--- src/rtl/mandel_pkg.sv ---
// Shared definitions for the Mandelbrot frame pipeline: engine widths,
// default frame geometry and the pixel scanner state encoding.
package mandel_pkg;
    localparam int HBI        = 32;
    localparam int CW         = 12;
    localparam int DEF_WIDTH  = 640;
    localparam int DEF_HEIGHT = 480;
    localparam int DEF_AW     = 19;

    typedef enum logic [1:0] {
        ST_IDLE   = 2'd0,
        ST_LAUNCH = 2'd1,
        ST_WAIT   = 2'd2,
        ST_WRITE  = 2'd3
    } scan_state_e;
endpackage

--- src/rtl/pixel_counter.sv ---
// Raster-order x/y counter with a running linear address, so the frame-buffer
// address never needs a y*WIDTH multiply.
module pixel_counter #(
    parameter int WIDTH  = 640,
    parameter int HEIGHT = 480,
    parameter int CW     = 12,
    parameter int AW     = 19
) (
    input  logic          CLK,
    input  logic          RST,
    input  logic          clr,
    input  logic          inc,
    output logic [CW-1:0] x,
    output logic [CW-1:0] y,
    output logic [AW-1:0] addr,
    output logic          last
);
    logic last_x;
    logic last_y;

    assign last_x = (x == CW'(WIDTH - 1));
    assign last_y = (y == CW'(HEIGHT - 1));
    assign last   = last_x && last_y;

    always_ff @(posedge CLK or posedge RST) begin
        if (RST) begin
            x    <= '0;
            y    <= '0;
            addr <= '0;
        end else if (clr) begin
            x    <= '0;
            y    <= '0;
            addr <= '0;
        end else if (inc) begin
            if (last_x) begin
                x <= '0;
                y <= y + CW'(1);
            end else begin
                x <= x + CW'(1);
            end
            addr <= addr + AW'(1);
        end
    end
endmodule

--- src/rtl/pixel_scanner.sv ---
// Frame sequencer: walks every pixel in raster order, launches the escape-time
// engine per pixel and forwards {addr, iteration} to the frame buffer.
module pixel_scanner
    import mandel_pkg::*;
#(
    parameter int WIDTH  = mandel_pkg::DEF_WIDTH,
    parameter int HEIGHT = mandel_pkg::DEF_HEIGHT,
    parameter int CW     = mandel_pkg::CW,
    parameter int HBI    = mandel_pkg::HBI,
    parameter int AW     = mandel_pkg::DEF_AW
) (
    input  logic           CLK,
    input  logic           RST,
    input  logic           go,
    input  logic           abort,
    output logic           pg_start,
    output logic [CW-1:0]  pg_x,
    output logic [CW-1:0]  pg_y,
    input  logic           pg_ready,
    input  logic [HBI-1:0] pg_iter,
    output logic           wr_valid,
    input  logic           wr_ready,
    output logic [AW-1:0]  wr_addr,
    output logic [HBI-1:0] wr_data,
    output logic           busy,
    output logic           frame_done
);
    scan_state_e state, state_nx;
    logic        accept;
    logic        start_frame;
    logic        capture;
    logic        last_pix;

    pixel_counter #(
        .WIDTH (WIDTH),
        .HEIGHT(HEIGHT),
        .CW    (CW),
        .AW    (AW)
    ) u_cnt (
        .CLK (CLK),
        .RST (RST),
        .clr (start_frame),
        .inc (accept && !last_pix),
        .x   (pg_x),
        .y   (pg_y),
        .addr(wr_addr),
        .last(last_pix)
    );

    always_ff @(posedge CLK or posedge RST) begin
        if (RST) state <= ST_IDLE;
        else     state <= state_nx;
    end

    // abort outranks every other transition once a frame is in flight
    always_comb begin
        state_nx = state;
        case (state)
            ST_IDLE:   if (go && !abort) state_nx = ST_LAUNCH;
            ST_LAUNCH: state_nx = abort ? ST_IDLE : ST_WAIT;
            ST_WAIT:   if (abort) state_nx = ST_IDLE;
                       else if (pg_ready) state_nx = ST_WRITE;
            ST_WRITE:  if (abort) state_nx = ST_IDLE;
                       else if (wr_ready) state_nx = last_pix ? ST_IDLE : ST_LAUNCH;
            default:   state_nx = ST_IDLE;
        endcase
    end

    // Gating with abort keeps a same-cycle abort from completing a handshake.
    always_comb begin
        pg_start    = (state == ST_LAUNCH) && !abort;
        wr_valid    = (state == ST_WRITE) && !abort;
        busy        = (state != ST_IDLE);
        accept      = wr_valid && wr_ready;
        start_frame = (state == ST_IDLE) && go && !abort;
        capture     = (state == ST_WAIT) && pg_ready && !abort;
    end

    always_ff @(posedge CLK or posedge RST) begin
        if (RST) begin
            wr_data    <= '0;
            frame_done <= 1'b0;
        end else begin
            if (capture) wr_data <= pg_iter;
            frame_done <= accept && last_pix;
        end
    end
endmodule

--- config.mk ---
export PLATFORM = sky130hd
export DESIGN_NAME = pixel_scanner
export DESIGN_NICKNAME = d
export VERILOG_FILES = /design/src/rtl/mandel_pkg.sv /design/src/rtl/pixel_counter.sv /design/src/rtl/pixel_scanner.sv
export SDC_FILE = /design/constraint.sdc
export NUM_CORES = 1
export LEC_CHECK = 0
export ABC_AREA = 1
export BUFFER_PORTS_ARGS = -buffer_cell sky130_fd_sc_hd__buf_2
export CAP_MARGIN = 25
export CORE_MARGIN = 10
export CORE_UTILIZATION = 35
export CTS_BUF_LIST = sky130_fd_sc_hd__clkbuf_8
export DETAILED_ROUTE_END_ITERATION = 8
export PLACE_DENSITY = 0.58
export SETUP_SLACK_MARGIN = 0.3
export SYNTH_ARGS = -nofsm -noshare
export SYNTH_HDL_FRONTEND = slang
export SYNTH_SLANG_ARGS = --single-unit
export TNS_END_PERCENT = 1
--- constraint.sdc ---
create_clock -name CLK -period 2.9 [get_ports CLK]
set_clock_uncertainty 0.2 [all_clocks]
set_input_delay 0.435 -clock CLK [delete_from_list [all_inputs] [get_ports CLK]]
set_output_delay 0.435 -clock CLK [all_outputs]
set_load 0.005 [all_outputs]
==> impl_summary.log <==
INFO  metric clock-root-buffer = clkbuf_8
INFO  metric tritoncts = built
INFO  metric routed-via-count = 3789
INFO  metric core.rowCount = 39
INFO  metric global_route.peak_usage_layer = met2
INFO  metric ant_nets = 0
INFO  metric synth_sequential_area_ratio = 46.6%
INFO  metric seqPwrFrac = 46.3%
INFO  metric rsz0062_at_grt = no
INFO  metric asyncSetResetFlopFracSynth = 100%
INFO  metric critPathRequiredTime = 3000 ps
INFO  metric globalRouteTotalUtil = 14.2%
INFO  metric synth.cell_area = 0.00419 sq mm
INFO  metric synth_area_leaders = dfrtp_1 47%, nand2_1 15%, mux2_2 5.9%
INFO  metric finish.utilization = 44.3%
INFO  metric routabilityCongestion = 0.841
INFO  metric globalRouteMet3Util = 7.01%
INFO  metric cts_resized = 0
INFO  metric total_gr_overflow = 0
INFO  metric dp_worst_setup_slack = 697 ps
INFO  metric synthesis.yosys.warnings = 0
INFO  metric route.final.wire_length = 11.8 mm
INFO  metric totalNegativeSetupSlack = 0 ps
INFO  metric coreArea = 0.0116 sq mm
INFO  metric first_pass_grt_wire_length = 19.1 mm
INFO  metric slew_violations = 0
INFO  metric place.detailed.hpwl = 8.77 mm
INFO  metric synth_seq_cells = 78
INFO  metric maximum_number_of_pins_on_one_net_before_global_route_repair = 50
INFO  metric pwr-share-clk = 25.6%
INFO  metric min_period_over_period = 76.0%
INFO  metric power_switching = 0.00110 W
INFO  metric io_buffer_count = 116
INFO  metric first_global_vias = 3811
INFO  metric die-height = 129 um
INFO  metric initial_utilization = 36.2%
INFO  metric use_met2 = 21.1%
INFO  metric htree_levels = 3
INFO  metric average_footprint_of_a_synthesized_cell = 8.19 sq um
INFO  metric min_period = 2210 ps
INFO  metric status = finished clean
INFO  metric timing.max_slew.rel_slack = 54.9%
INFO  metric peak_supply_drop = 0.448 mV
INFO  metric clk_latency = 360 ps
INFO  metric drt_iter0_drc = 291
INFO  metric cts_max_path_buffers = 2
INFO  metric number_of_nets_in_the_layout = 671
INFO  metric setup-violations-final = 0
INFO  metric area_delta_synth_final = 22.4%
INFO  metric worstPathMaxFanout = 26
INFO  metric synth_edf_count = 0
INFO  metric synth.largest_area_cell = dfrtp_1
INFO  metric critPathLaunchType = flop
INFO  metric post_synth_inst_count = 511
INFO  metric timing.critical_path.arrival = 2310 ps
INFO  metric worst_setup_path_end_kind = flop
INFO  metric synth_flop_cell = dfrtp_1
INFO  metric number_of_setup_buffers_added_after_cts = 0
INFO  metric antenna_found_initial = 2
INFO  metric reg2reg_slack = 690 ps
INFO  metric highest_attainable_clock_frequency = 453 MHz
INFO  metric synth.cells.most_frequent = 172 x nand2_1, 78 x dfrtp_1, 50 x nor2_1
INFO  metric synth.most_common_cell = nand2_1
INFO  metric hold_slack_final = 75.5 ps
INFO  metric criticalPathCategory = flop to flop
INFO  metric cts_made_buffers = 9
INFO  metric cellInternalPower = 0.00220 W
INFO  metric cts.sinks = 78
INFO  metric io-pin-count = 117
INFO  metric dieWidth = 129 um
INFO  metric synth_top_area_share = 46.6%
INFO  metric synth_cell_type_count = 32
INFO  metric postSynthNetCount = 552
INFO  metric groute.layer.met1.usage = 17.4%
INFO  metric die_ar = 0.0167 sq mm
INFO  metric p_sw_share = 33.2%
INFO  metric max_cap_violations = 0
INFO  metric finalWorstSetupSlack = 695 ps
INFO  metric report.final.hold_viol_count = 0
INFO  metric drt_pre_antenna_iters = 5
INFO  metric drt_wl_cell = 15.1 um
INFO  metric power-per-cell-area = 644 mW/mm^2
INFO  metric post_cts_hold_buffer_count = 1
INFO  metric remaining_drc_errors = 0
INFO  metric ratio_of_cells_with_drive_above_1_in_the_final_layout = 29.0%
INFO  metric share_comb_of_total_power = 28.1%
INFO  metric drt-vias-per-instance = 4.86
INFO  metric worst_setup_hold_path_clk_slew = 90 ps
INFO  metric static-leakage-power = 2.68 nW
INFO  metric hold_path_class = input port to flop
INFO  metric worst_pin_slew = 676 ps
## routing by layer
| layer | wire [um] | vias to the layer above |
|---|---|---|
| met1 | 5260 | 1773 |
| met3 | 1110 | 10 |
| met5 | 0 | - |
| met4 | 102 | 0 |
| met2 | 5280 | 107 |
| li1 | - | 1899 |
## kinds of logic after synthesis
family	count (synthesis)	synth area share (%)
AO/OA/AOI/OAI	17	2.30
AND/OR/NAND/NOR	314	33.1
flip-flops	78	46.6
multiplexers	32	8.61
adder cells (fa/ha/maj)	3	0.897
buffers and inverters	54	5.71
XOR/XNOR	13	2.72
## stage by stage
stage | power (W) | cell area, sq um | instances
after floorplan | 0.00204 | 4190 | 511
after global placement | 0.00247 | 4910 | 761
after detailed placement | 0.00250 | 4910 | 761
after CTS | 0.00336 | 5120 | 778
after global routing | 0.00355 | 5120 | 778
final | 0.00330 | 5120 | 780
## power groups by stage
| stage | sequential [W] | combinational, W | clock [W] |
|---|---|---|---|
| 2_1_floorplan | 0.00155 | 0.000486 | 0 |
| 3_3_place_gp | 0.00153 | 0.000940 | 0 |
| 3_5_place_dp | 0.00155 | 0.000956 | 0 |
| 4_1_cts | 0.00153 | 0.000957 | 0.000871 |
| 5_1_grt | 0.00157 | 0.00105 | 0.000926 |
| 6_report | 0.00153 | 0.000928 | 0.000845 |
## critical path, cell delays in order, from the launching register on
cell	delay (ps)
dfrtp_1	450
ha_1	210
nand2_2	100
nor2_4	170
nand2_2	110
nor2_8	150
nand2_2	80
nand2_2	60
nand2_2	190
clkinv_4	260
nand2_1	90
nand2_1	70
## flip-flops by register name, summed over array words and instances, names as in the netlist
register / count
frame_done: 1
state: 2
u_cnt.addr: 19
u_cnt.x: 12
u_cnt.y: 12
wr_data: 32
## worst paths after layout
path | to | start | cells past startpoint
worst max-delay path | u_cnt.addr[8] | u_cnt.x[0] | 11
worst min-delay path | wr_data[2] | pg_iter[2] | 2
worst max register to register | u_cnt.addr[8] | u_cnt.x[0] | 11
worst min register to register | wr_data[27] | wr_data[27] | 1
max in group asynchronous | u_cnt.addr[15] | RST | 4
min in group asynchronous | wr_data[5] | RST | 3
## layout by cell type, fill, tap and decap left out, drive strengths merged
cell	synthesis	final
clkinv	1	3
buf	13	120
diode	0	2
inv	40	41
clkinvlp	0	3
mux2	32	32
nor2	57	57
o21ai	9	9
o21bai	4	4
dfrtp	78	78
dlygate4sd3	0	1
nor4	2	2
nand3	36	36
clkbuf	0	9
a31oi	1	1
nand4	26	26
xnor2	2	2
a21oi	3	3
nand3b	1	1
bufinv	0	1
or2	4	4
nor3	5	5
xor2	11	11
ha	3	3
nor3b	4	4
nand2	179	179
## area by class of cell
class	count	area, sq um
fill	1153	6440
multi-input combinational	379	2000
sequential	78	1950
timing repair buffer	121	633
tap	143	179
inverter	41	163
clock buffer	9	124
clock inverter	7	72.6
antenna	2	5.00
Note: power is estimated with default switching activity, not from simulation.
